$ cat config.mk
export PLATFORM = sky130hd
export DESIGN_NAME = uart_tx_arbiter
export DESIGN_NICKNAME = d
export VERILOG_FILES = /design/src/rtl/uart_tx_arbiter.sv
export SDC_FILE = /design/constraint.sdc
export NUM_CORES = 1
export LEC_CHECK = 0
export BUFFER_PORTS_ARGS = -buffer_cell sky130_fd_sc_hd__clkbuf_2
export CAP_MARGIN = 25
export CORE_UTILIZATION = 30
export CTS_BUF_LIST = sky130_fd_sc_hd__clkbuf_2 sky130_fd_sc_hd__clkbuf_4 sky130_fd_sc_hd__clkbuf_8
export DETAILED_ROUTE_END_ITERATION = 10
export PLACE_DENSITY_LB_ADDON = 0.15
export SYNTH_ARGS = -nofsm -noshare
export SYNTH_HDL_FRONTEND = slang
export SYNTH_SLANG_ARGS = --single-unit
export TNS_END_PERCENT = 20
$ cat constraint.sdc
create_clock -name CLK -period 1.8 [get_ports CLK]
set_clock_uncertainty 0.05 [all_clocks]
set_input_delay 0.36 -clock CLK [delete_from_list [all_inputs] [get_ports CLK]]
set_output_delay 0.36 -clock CLK [all_outputs]
set_load 0.02 [all_outputs]
$ cat src/rtl/uart_tx_arbiter.sv
// uart_tx_arbiter
//   Shares one uart core transmitter between NUM_REQ byte-stream requesters.
//   Round-robin grant, held for a whole packet (until REQ_LAST). Each byte is
//   handed to the core with a one-cycle TX_DRDY strobe, then the arbiter waits
//   for TX_DONE. A watchdog releases an owner that stalls or a core that never
//   answers.
//
// Ports
//   CLK, RST      clock, synchronous active-high reset
//   REQ_VALID     per-requester byte valid
//   REQ_DATA      flattened bytes, req i at [i*DATA_BITS +: DATA_BITS]
//   REQ_LAST      per-requester last-byte-of-packet flag
//   REQ_READY     per-requester accept (only asserted in ACCEPT)
//   GRANT         one-hot current owner, 0 when idle
//   TX_DRDY       one-cycle load strobe to the uart core
//   TX_DI         byte to the uart core, held from TX_DRDY until the next load
//   TX_DONE       one-cycle pulse from the core at end of stop bit
//   BUSY          arbiter not idle
//   TIMEOUT_ERR   one-cycle pulse when the watchdog forces a release
module uart_tx_arbiter #(
   parameter int NUM_REQ        = 4,
   parameter int DATA_BITS      = 8,
   parameter int TIMEOUT_CYCLES = 4096
) (
   input  logic                           CLK,
   input  logic                           RST,
   input  logic [NUM_REQ-1:0]             REQ_VALID,
   input  logic [NUM_REQ*DATA_BITS-1:0]   REQ_DATA,
   input  logic [NUM_REQ-1:0]             REQ_LAST,
   output logic [NUM_REQ-1:0]             REQ_READY,
   output logic [NUM_REQ-1:0]             GRANT,
   output logic                           TX_DRDY,
   output logic [DATA_BITS-1:0]           TX_DI,
   input  logic                           TX_DONE,
   output logic                           BUSY,
   output logic                           TIMEOUT_ERR
);

   localparam int IW         = $clog2(NUM_REQ);
   localparam bit WD_EN      = (TIMEOUT_CYCLES > 0);
   localparam int CW         = WD_EN ? $clog2(TIMEOUT_CYCLES + 1) : 1;
   localparam int WD_LIMIT_I = WD_EN ? TIMEOUT_CYCLES - 1 : 0;
   localparam logic [CW-1:0] WD_LIMIT = CW'(WD_LIMIT_I);

   typedef enum logic [1:0] {ST_IDLE, ST_ACCEPT, ST_WAIT} state_t;

   state_t                 state_q, state_d;
   logic [IW-1:0]          owner_q, owner_d;
   logic [IW-1:0]          last_owner_q, last_owner_d;
   logic [NUM_REQ-1:0]     grant_q, grant_d;
   logic                   last_q, last_d;
   logic [DATA_BITS-1:0]   di_q, di_d;
   logic                   drdy_q, drdy_d;
   logic                   terr_q, terr_d;
   logic [CW-1:0]          wd_q, wd_d;

   // Packed view of the flattened request bytes; layout is identical.
   logic [NUM_REQ-1:0][DATA_BITS-1:0] req_bytes;
   assign req_bytes = REQ_DATA;

   function automatic logic [IW-1:0] rr_idx(input logic [IW-1:0] base, input int off);
      return IW'((int'(base) + off) % NUM_REQ);
   endfunction

   // Round-robin pick: first valid requester after last_owner, wrapping.
   logic          found;
   logic [IW-1:0] pick;
   always_comb begin
      found = 1'b0;
      pick  = '0;
      for (int i = 1; i <= NUM_REQ; i++) begin
         if (!found && REQ_VALID[rr_idx(last_owner_q, i)]) begin
            found = 1'b1;
            pick  = rr_idx(last_owner_q, i);
         end
      end
   end

   logic wd_fire;
   assign wd_fire = WD_EN && (wd_q == WD_LIMIT);

   always_comb begin
      state_d      = state_q;
      owner_d      = owner_q;
      last_owner_d = last_owner_q;
      grant_d      = grant_q;
      last_d       = last_q;
      di_d         = di_q;
      drdy_d       = 1'b0;
      terr_d       = 1'b0;
      wd_d         = WD_EN ? wd_q + CW'(1) : '0;
      case (state_q)
         ST_IDLE: begin
            wd_d = '0;
            if (found) begin
               owner_d       = pick;
               grant_d       = '0;
               grant_d[pick] = 1'b1;
               state_d       = ST_ACCEPT;
            end
         end
         ST_ACCEPT: begin
            // A handshake on the cycle the watchdog expires still counts as progress.
            if (REQ_VALID[owner_q]) begin
               di_d    = req_bytes[owner_q];
               last_d  = REQ_LAST[owner_q];
               drdy_d  = 1'b1;
               wd_d    = '0;
               state_d = ST_WAIT;
            end else if (wd_fire) begin
               terr_d       = 1'b1;
               grant_d      = '0;
               last_owner_d = owner_q;
               wd_d         = '0;
               state_d      = ST_IDLE;
            end
         end
         ST_WAIT: begin
            // drdy_q marks the first WAIT cycle; a TX_DONE there belongs to the previous byte.
            if (TX_DONE && !drdy_q) begin
               wd_d = '0;
               if (last_q) begin
                  grant_d      = '0;
                  last_owner_d = owner_q;
                  state_d      = ST_IDLE;
               end else begin
                  state_d = ST_ACCEPT;
               end
            end else if (wd_fire) begin
               terr_d       = 1'b1;
               grant_d      = '0;
               last_owner_d = owner_q;
               wd_d         = '0;
               state_d      = ST_IDLE;
            end
         end
         default: begin
            grant_d = '0;
            wd_d    = '0;
            state_d = ST_IDLE;
         end
      endcase
   end

   always_ff @(posedge CLK) begin
      if (RST) begin
         state_q      <= ST_IDLE;
         owner_q      <= '0;
         last_owner_q <= IW'(NUM_REQ - 1);
         grant_q      <= '0;
         last_q       <= 1'b0;
         di_q         <= '0;
         drdy_q       <= 1'b0;
         terr_q       <= 1'b0;
         wd_q         <= '0;
      end else begin
         state_q      <= state_d;
         owner_q      <= owner_d;
         last_owner_q <= last_owner_d;
         grant_q      <= grant_d;
         last_q       <= last_d;
         di_q         <= di_d;
         drdy_q       <= drdy_d;
         terr_q       <= terr_d;
         wd_q         <= wd_d;
      end
   end

   assign REQ_READY   = (state_q == ST_ACCEPT) ? grant_q : '0;
   assign GRANT       = grant_q;
   assign TX_DRDY     = drdy_q;
   assign TX_DI       = di_q;
   assign BUSY        = (state_q != ST_IDLE);
   assign TIMEOUT_ERR = terr_q;

endmodule

==> results.sh, run 1 <==
export IMPL_syn_avg_cell_area_um2=9.801
export IMPL_antenna_found_initial=0
export IMPL_drv_slew=0
export IMPL_synth_edf_count=0
export IMPL_root_buffer="clkbuf_8"
export IMPL_place_gp_congestion=0.7595
export IMPL_grt_setup_unrepaired="yes"
export IMPL_syn2layout_area_growth_pct=41.32
export IMPL_diodes=0
export IMPL_max_freq_mhz=562.5
export IMPL_synth_top_cells_by_area="dfxtp_1 (37%), mux4_2 (11%), mux2i_1 (8.2%)"
export IMPL_outcome="finished clean"
export IMPL_grt_pass1_wl_mm=7.396
export IMPL_multi_input_area_um2=1100
export IMPL_worstSetupStartpointType="flip-flop"
export IMPL_io_buffers=61
export IMPL_yosysTopAreaCellShare=0.3734
export IMPL_seq_area_um2=684.4
export IMPL_n_fill_cell=607
export IMPL_drive_above_1_share=0.4545
export IMPL_first_global_vias=1678
export IMPL_pwr_share_comb=0.241
export IMPL_globalRouteOverflowTotal=0
export IMPL_busiest_layer="met2"
export IMPL_netlist_cell_type_count=43
export IMPL_gr_usage_met1=0.1718
export IMPL_dr_pass1_iters=4
export IMPL_layout_common_cells="clkbuf_2 (58), nor2_1 (32), dfxtp_1 (31)"
export IMPL_hold_depth=4
export IMPL_maxSlewHeadroom=0.7527
export IMPL_tightest_slew_ns=0.3709
export IMPL_max_vdd_ir_drop_uv=442.6
export IMPL_internal_power_mw=1.666
export IMPL_clock_latency_ns=0.28
export IMPL_layout_worst_path_cycle_share=0.9877
export IMPL_final_util=0.4377
export IMPL_dp_hpwl_mm=3.520
export IMPL_p_sw_uw=569.8
export IMPL_seq_area_frac_synth=0.3734
export IMPL_die_w_um=79.95
export IMPL_period_needed_ns=1.778
export IMPL_cts_max_level=2
export IMPL_antenna_left=0
export IMPL_hold_class="in -> reg"
export IMPL_num_rows=28
export IMPL_endpoint_kind="flip-flop"
export IMPL_clkTransAtPathRegs_ns=0.06
export IMPL_num_io_pins=62
export IMPL_p_sw_frac=0.2549
export IMPL_cts_sinks=34
export IMPL_p_total_mw=2.236
export IMPL_final_area_um2=2576
export IMPL_use_met3=0.03771
export IMPL_synthCells=186
export IMPL_clkPwrFrac=0.389
export IMPL_setup_viol=0
export IMPL_nets=322
export IMPL_power_density_nw_per_um2=867.9
export IMPL_start_util=0.3097
export IMPL_core_um2=5886
export IMPL_wire_per_inst_um=12.87
export IMPL_cts_tree="built"
export IMPL_synth_ff_type="dfxtp_1"
export IMPL_met2_usage=0.2769
export IMPL_grt_max_degree=19
export IMPL_dieHeight_um=79.95
export IMPL_yosysWarnings=0
export IMPL_drv_cap=0
export IMPL_final_common_cell="clkbuf_2"
export IMPL_synth_nets=234
export IMPL_hold_violations=0
export IMPL_post_dp_cell_area_um2=2375
export IMPL_reg2reg_depth=6
export IMPL_synth_top_area_cell="dfxtp_1"
export IMPL_wirelength_mm=4.505
export IMPL_cp_max_fo=4
export IMPL_pwr_share_seq=0.370
export IMPL_cp_required_ns=1.92
export IMPL_cts_hold_buf=0
export IMPL_drc_errors=0
export IMPL_num_vias=1634
export IMPL_synth_async_sr_flop_share=0
export IMPL_synthesis_area_um2=1823
export IMPL_cts_max_path_buffers=2
export IMPL_ys_ff_latch=34
export IMPL_via_per_inst=4.669
export IMPL_dieArea_um2=6392
export IMPL_drt_iter0_drc=61
export IMPL_numCtsBuffers=5
export IMPL_crit_type="reg -> reg"
export IMPL_leakage_nw=1.157
export IMPL_cp_data_arrival_time_ns=1.90
export IMPL_track_usage=0.1505
==> through the flow <==
stage | hold slack [ns] | setup TNS [ns] | cells | worst slack (ns)
floorplan | 0.3540 | 0 | 186 | 0.006371
global placement | 0.3743 | -0.01622 | 341 | -0.008577
detailed placement | 0.3758 | -0.07586 | 341 | -0.03954
CTS | 0.3600 | 0 | 349 | 0.001149
global route | 0.3886 | -0.2272 | 350 | -0.04526
finish | 0.3630 | 0 | 350 | 0.02209
==> worst max-delay path, cell delays in order, from the launching register on <==
cell     delay (ns)
dfxtp_2        0.34
inv_1          0.05
ha_1           0.23
a21o_2         0.21
and3_4         0.17
o41a_1         0.42
a22o_1         0.19
==> final timing paths <==
path | start | slack [ns] | end
hold / removal | RST | 0.36 | state_q[0]
setup reg to reg | state_q[0] | 0.02 | GRANT[1]
hold reg to reg | wd_q[12] | 0.39 | wd_q[12]
setup / recovery | state_q[0] | 0.02 | GRANT[1]
==> timing repair <==
item / in CTS / in global routing
buffers inserted: 0 / 1
setup endpoints to repair: 9 / 22
resized for setup: 3 / 14
pin swaps: 0 / 0
==> logic make-up after synthesis <==
logic type | share of synthesized area
simple gates | 0.2114
flops | 0.3734
compound gates | 0.09541
mux | 0.1935
buf+inv | 0.04392
xor+xnor | 0.04805
fa+ha+maj | 0.03432
==> synthesized netlist by cell type, types with 3 or more instances <==
| cell | count |
|---|---|
| dfxtp_1 | 34 |
| o21ai_0 | 5 |
| a21oi_1 | 4 |
| nand2_1 | 7 |
| and2_1 | 5 |
| nor2_1 | 32 |
| nand4_1 | 3 |
| ha_1 | 5 |
| xnor2_1 | 3 |
| mux4_2 | 9 |
| nand3_1 | 7 |
| and2_2 | 3 |
| clkbuf_1 | 3 |
| inv_1 | 12 |
| mux2i_1 | 15 |
| xor2_1 | 7 |
==> power by group through the flow <==
stage | registers [mW] | clock network (mW) | logic (mW)
floorplan | 0.875 | 0 | 0.278
global placement | 0.841 | 0 | 0.506
detailed placement | 0.842 | 0 | 0.512
CTS | 0.826 | 0.903 | 0.516
global route | 0.833 | 0.944 | 0.589
finish | 0.828 | 0.870 | 0.538
==> area by class of cell <==
class                   count  area share
flip-flops and latches     34      0.2657
inverters                  12     0.01748
clock buffers               6     0.03205
clock inverters             2     0.02331
well taps                  75     0.03643
multi-input cells         134      0.4269
repair buffers             87      0.1982
==> per-layer routing <==
layer  vias up  routed length, um
met5         -                  0
met4         0                 27
met3         4                251
met2        44               2213
met1       757               2013
li1        829                  -
==> sequential cells by signal, indices dropped and copies added, names as in the netlist <==
name          flops
wd_q             13
TX_DI             8
GRANT             4
last_owner_q      2
owner_q           2
state_q           2
TIMEOUT_ERR       1
TX_DRDY           1
last_q            1
No activity file was read; power rests on OpenSTA's default activity.
==> run 2, diff against run 1 <==
--- a/config.mk
+++ b/config.mk
@@ -10,6 +10,7 @@
 export CORE_UTILIZATION = 30
 export CTS_BUF_LIST = sky130_fd_sc_hd__clkbuf_2 sky130_fd_sc_hd__clkbuf_4 sky130_fd_sc_hd__clkbuf_8
 export DETAILED_ROUTE_END_ITERATION = 10
+export GPL_TIMING_DRIVEN = 0
 export PLACE_DENSITY_LB_ADDON = 0.15
 export SYNTH_ARGS = -nofsm -noshare
 export SYNTH_HDL_FRONTEND = slang
==> results.sh, run 2 (synthesis results as in run 1) <==
export IMPL_outcome="finished clean"
export IMPL_max_freq_mhz=573.5
export IMPL_drc_errors=0
export IMPL_numCtsBuffers=5
export IMPL_p_sw_frac=0.2843
export IMPL_clkTransAtPathRegs_ns=0.07
export IMPL_cts_max_level=2
export IMPL_cp_data_arrival_time_ns=1.87
export IMPL_cp_max_fo=4
export IMPL_cts_tree="built"
export IMPL_final_util=0.4209
export IMPL_cp_slowest_stage_delay_ns=0.43
export IMPL_dieHeight_um=79.95
export IMPL_wire_per_inst_um=12.65
export IMPL_tightest_slew_ns=0.5729
export IMPL_num_rows=28
export IMPL_largest_register="wd_q"
export IMPL_core_um2=5886
export IMPL_p_sw_uw=568.9
export IMPL_drt_iter0_drc=49
export IMPL_power_density_nw_per_um2=807.5
export IMPL_grt_setup_unrepaired="yes"
export IMPL_maxSlewHeadroom=0.6181
export IMPL_antenna_found_initial=0
export IMPL_num_io_pins=62
export IMPL_layout_worst_path_cycle_share=0.9687
export IMPL_io_buffers=60
export IMPL_dp_hpwl_mm=3.166
export IMPL_place_gp_congestion=0.7595
export IMPL_cts_sinks=34
export IMPL_pwr_share_comb=0.253
export IMPL_grt_max_degree=11
export IMPL_nets=308
export IMPL_pwr_share_seq=0.414
export IMPL_internal_power_mw=1.432
export IMPL_timing_critical_path_cells="inv_2, ha_2, a21o_2, and3_4, o41a_1, a22o_1"
export IMPL_setup_tns_final_ns=0
export IMPL_cts_max_path_buffers=2
export IMPL_crit_type="reg -> reg"
export IMPL_layout_common_cells="clkbuf_2 (61), nor2_1 (31), dfxtp_1 (25)"
export IMPL_dieArea_um2=6392
export IMPL_period_needed_ns=1.744
export IMPL_largest_register_ffs=13
export IMPL_diodes=0
export IMPL_grt_pass1_wl_mm=6.900
export IMPL_via_per_inst=4.744
export IMPL_fin_ws_ns=0.05634
export IMPL_syn2layout_area_growth_pct=35.90
export IMPL_endpoint_kind="flip-flop"
export IMPL_place_ws_ns=-0.3012
export IMPL_setup_viol=0
export IMPL_hold_class="in -> reg"
export IMPL_leakage_nw=1.068
export IMPL_worstSetupStartpointType="flip-flop"
export IMPL_root_buffer="clkbuf_8"
export IMPL_cts_hold_buf=0
export IMPL_clock_latency_ns=0.28
export IMPL_globalRouteOverflowTotal=0
export IMPL_final_common_cell="clkbuf_2"
export IMPL_first_global_vias=1518
export IMPL_wirelength_mm=4.251
export IMPL_die_w_um=79.95
export IMPL_max_vdd_ir_drop_uv=344.1
export IMPL_cp_slowest_cell="o41a_1"
export IMPL_cp_required_ns=1.93
export IMPL_hold_violations=0
export IMPL_drive_above_1_share=0.4636
export IMPL_num_vias=1594
export IMPL_start_util=0.3097
export IMPL_drv_cap=0
export IMPL_antenna_left=0
export IMPL_drv_slew=0
export IMPL_dr_pass1_iters=4
export IMPL_track_usage=0.1417
export IMPL_clkPwrFrac=0.333
[run 2: cell count changes in the layout (fill, tap and decap cells not counted), moves of 3 or more]
cell      delta
dfxtp_4      +4
clkbuf_2     +3
dfxtp_1      -6
clkbuf_8     +3
buf_4       -18
[run 2: final timing paths]
check | depth (start not counted) | startpoint | to | slack [ns]
worst max-delay path | 6 | state_q[0] | GRANT[1] | 0.06
worst min-delay path | 2 | RST | owner_q[1] | 0.25
worst max register to register | 6 | state_q[0] | GRANT[1] | 0.06
worst min register to register | 2 | wd_q[12] | wd_q[12] | 0.39
[run 2: what timing repair did]
action                                  4_1_cts  5_1_grt
gates cloned                                  0        0
gates resized for setup                      24        9
endpoints found under the setup margin       27       14
pin swaps                                     5        3
buffers inserted                              6        1
[run 2: area by class of cell]
type / count / area [um2]
Inverter: 12 / 45.04
Fill cell: 607 / 3408
Clock buffer: 8 / 110.1
Timing Repair Buffer: 67 / 352.8
Multi-Input combinational cell: 134 / 1129
Buffer: 6 / 45.04
Tap cell: 75 / 93.84
Sequential cell: 34 / 701.9
[run 2: power by group through the flow]
stage | combinational (mW) | sequential (mW) | clock [mW]
finish | 0.506 | 0.829 | 0.666
global route | 0.551 | 0.836 | 0.728
global placement | 0.450 | 0.844 | 0
detailed placement | 0.454 | 0.846 | 0
CTS | 0.495 | 0.831 | 0.688
floorplan | 0.278 | 0.875 | 0
[run 2: metrics by stage]
step / power [mW] / area [um2] / hold WS [ns] / std cells
2_1_floorplan: 1.153 / 1823 / 0.3540 / 186
3_3_place_gp: 1.294 / 2217 / 0.3778 / 321
3_5_place_dp: 1.299 / 2217 / 0.3779 / 321
4_1_cts: 2.014 / 2441 / 0.2408 / 335
5_1_grt: 2.115 / 2477 / 0.2542 / 336
6_report: 2.001 / 2477 / 0.2453 / 336
[run 2: per-layer routing]
metal,part of all wire,GRT usage,vias up
li1,-,-,808
met5,0,0,-
met3,0.067,0.03886,5
met4,0.013,0.05357,0
met1,0.47,0.1782,739
met2,0.45,0.2291,42
[run 2: critical path: cells and delay by family (launching register included)]
family,cells,cell delay (ns)
and+or+nand+nor,1,0.17
DFF,1,0.38
adders and majority gates,1,0.17
AOI/OAI and AO/OA,3,0.82
buffers and inverters,1,0.05
==> run 3, diff against run 2 <==
--- a/config.mk
+++ b/config.mk
@@ -5,6 +5,7 @@
 export SDC_FILE = /design/constraint.sdc
 export NUM_CORES = 1
 export LEC_CHECK = 0
+export ABC_AREA = 1
 export BUFFER_PORTS_ARGS = -buffer_cell sky130_fd_sc_hd__clkbuf_2
 export CAP_MARGIN = 25
 export CORE_UTILIZATION = 30
==> results.sh, run 3 <==
export IMPL_whs_ns=0.3990
export IMPL_drive_above_1_share=0.3191
export IMPL_final_util=0.4147
export IMPL_synth_top_family_by_area="simple AND/OR/NAND/NOR gates"
export IMPL_antenna_found_initial=0
export IMPL_clkTransAtPathRegs_ns=0.07
export IMPL_worstSetupStartpointType="flip-flop"
export IMPL_dr_wl_met3_um=375
export IMPL_root_buffer="clkbuf_8"
export IMPL_cp_data_arrival_time_ns=1.31
export IMPL_syn2layout_area_growth_pct=31.40
export IMPL_reg2reg_depth=10
export IMPL_die_w_um=87.24
export IMPL_crit_type="reg -> out"
export IMPL_num_rows=30
export IMPL_place_ws_ns=-0.1146
export IMPL_netlist_cell_type_count=38
export IMPL_r2r_end="last_owner_q[0]"
export IMPL_numCtsBuffers=5
export IMPL_antenna_left=0
export IMPL_cp_max_fo=5
export IMPL_synth_adder_area_share=0.02870
export IMPL_pwr_share_comb=0.251
export IMPL_clkPwrFrac=0.381
export IMPL_setup_viol=0
export IMPL_cts_max_level=2
export IMPL_synth_nets=375
export IMPL_synthesis_area_um2=2180
export IMPL_hold_violations=0
export IMPL_fin_cells=494
export IMPL_yosysWarnings=0
export IMPL_internal_power_mw=1.564
export IMPL_wl_met1_mm=2.695
export IMPL_yosysTopAreaCellShare=0.3123
export IMPL_period_needed_ns=1.722
export IMPL_synth_async_sr_flop_share=0
export IMPL_r2r_start="owner_q[0]"
export IMPL_final_area_um2=2864
export IMPL_dieArea_um2=7610
export IMPL_min_to="wd_q[0]"
export IMPL_post_dp_cell_area_um2=2600
export IMPL_layout_common_cells="nand2_1 (77), clkbuf_2 (60), nor2_1 (44)"
export IMPL_endpoint_kind="output port"
export IMPL_synth_top_area_cell="dfxtp_1"
export IMPL_track_usage=0.1572
export IMPL_synth_most_common_cell="nand2_1"
export IMPL_dp_hpwl_mm=4.289
export IMPL_highest_layer="met4"
export IMPL_core_um2=6907
export IMPL_tightest_slew_ns=0.5777
export IMPL_r2r_slack_ns=0.11
export IMPL_max_vdd_ir_drop_uv=352.3
export IMPL_grt_max_degree=13
export IMPL_largest_register="wd_q"
export IMPL_diodes=0
export IMPL_pwr_share_seq=0.368
export IMPL_num_io_pins=62
export IMPL_synthMuxAreaShare=0
export IMPL_synth_xor_area_share=0.02009
export IMPL_p_total_mw=2.259
export IMPL_p_sw_uw=695.2
export IMPL_start_util=0.3156
export IMPL_cts_max_path_buffers=2
export IMPL_hold_start="wd_q[0]"
export IMPL_cts_hold_buf=0
export IMPL_drv_slew=0
export IMPL_drt_iter0_drc=127
export IMPL_wire_per_inst_um=11.20
export IMPL_synth_top_cells_by_area="dfxtp_1 (31%), nand2_1 (13%), nand3_1 (7.8%)"
export IMPL_largest_register_ffs=13
export IMPL_synthSimpleGateAreaFrac=0.4036
export IMPL_grt_setup_unrepaired="yes"
export IMPL_dr_pass1_iters=4
export IMPL_power_density_nw_per_um2=788.7
export IMPL_ys_ff_latch=34
export IMPL_outcome="finished clean"
export IMPL_cts_tree="built"
export IMPL_io_buffers=60
export IMPL_synth_ff_type="dfxtp_1"
export IMPL_num_vias=2265
export IMPL_fin_ws_ns=0.07783
export IMPL_layout_worst_path_cycle_share=0.9568
export IMPL_wirelength_mm=5.534
export IMPL_first_global_vias=2114
export IMPL_nets=445
export IMPL_cts_sinks=34
export IMPL_final_common_cell="nand2_1"
export IMPL_maxSlewHeadroom=0.6149
export IMPL_cp_required_ns=1.39
export IMPL_hold_depth=1
export IMPL_place_gp_congestion=0.7874
export IMPL_synth_compound_area_share=0.1441
export IMPL_clock_latency_ns=0.29
export IMPL_leakage_nw=1.309
export IMPL_p_sw_frac=0.3078
export IMPL_drc_errors=0
export IMPL_dieHeight_um=87.24
export IMPL_seq_area_frac_synth=0.3123
export IMPL_max_freq_mhz=580.7
export IMPL_grt_pass1_wl_mm=9.349
export IMPL_synthCells=327
export IMPL_dp_cells=483
export IMPL_globalRouteOverflowTotal=0
export IMPL_via_per_inst=4.585
export IMPL_synthTopCellsByCount="nand2_1 (78), nor2_1 (44), dfxtp_1 (34), nand3_1 (34), inv_1 (26)"
export IMPL_setup_tns_final_ns=0
export IMPL_hold_class="reg -> reg"
export IMPL_drv_cap=0
export IMPL_wl_met2_mm=2.412
export IMPL_syn_avg_cell_area_um2=6.665
export IMPL_synth_edf_count=0
-- run 3: kinds of logic after synthesis --
kind of cell / after synthesis
compound gates: 49
simple gates: 186
fa+ha+maj: 5
xor+xnor: 5
flops: 34
buf+inv: 48
-- run 3: routing by layer --
layer / vias to the layer above / GRT usage
met5: - / 0
met4: 0 / 0.03577
met3: 6 / 0.03886
met2: 74 / 0.2613
met1: 979 / 0.2053
li1: 1206 / -
-- run 3: critical path, stage by stage, from the launching register on --
cell and delay, ns:
dfxtp_2 0.40, inv_1 0.09, ha_2 0.24, inv_1 0.12, clkbuf_2 0.18
-- run 3: worst max-delay path by stage --
stage / to / startpoint
after detailed placement: wd_q[11] / wd_q[0]
after CTS: REQ_READY[1] / state_q[1]
final: BUSY / state_q[0]
after global routing: last_q / owner_q[0]
after global placement: wd_q[11] / wd_q[0]
after floorplan: last_owner_q[1] / wd_q[0]
-- run 3: repair_timing --
action | CTS | global route
endpoints found under the setup margin | 23 | 28
setup buffers | 1 | 2
pin swaps | 1 | 4
resized for setup | 11 | 15
-- run 3: power by group through the flow --
stage	Combinational [mW]	Sequential [mW]	Clock, mW
after floorplan	0.341	0.873	0
after global placement	0.545	0.845	0
after detailed placement	0.546	0.845	0
after CTS	0.560	0.831	0.881
after global routing	0.635	0.839	0.908
final	0.568	0.831	0.860
-- run 3: layout make-up --
class	instances	area, um2
sequential	34	686.9
buffer	12	78.83
fill	731	4043
tap	96	120.1
multi-input combinational	245	1380
clock buffer	5	68.82
inverter	36	137.6
clock inverter	3	68.82
timing repair buffer	63	322.8
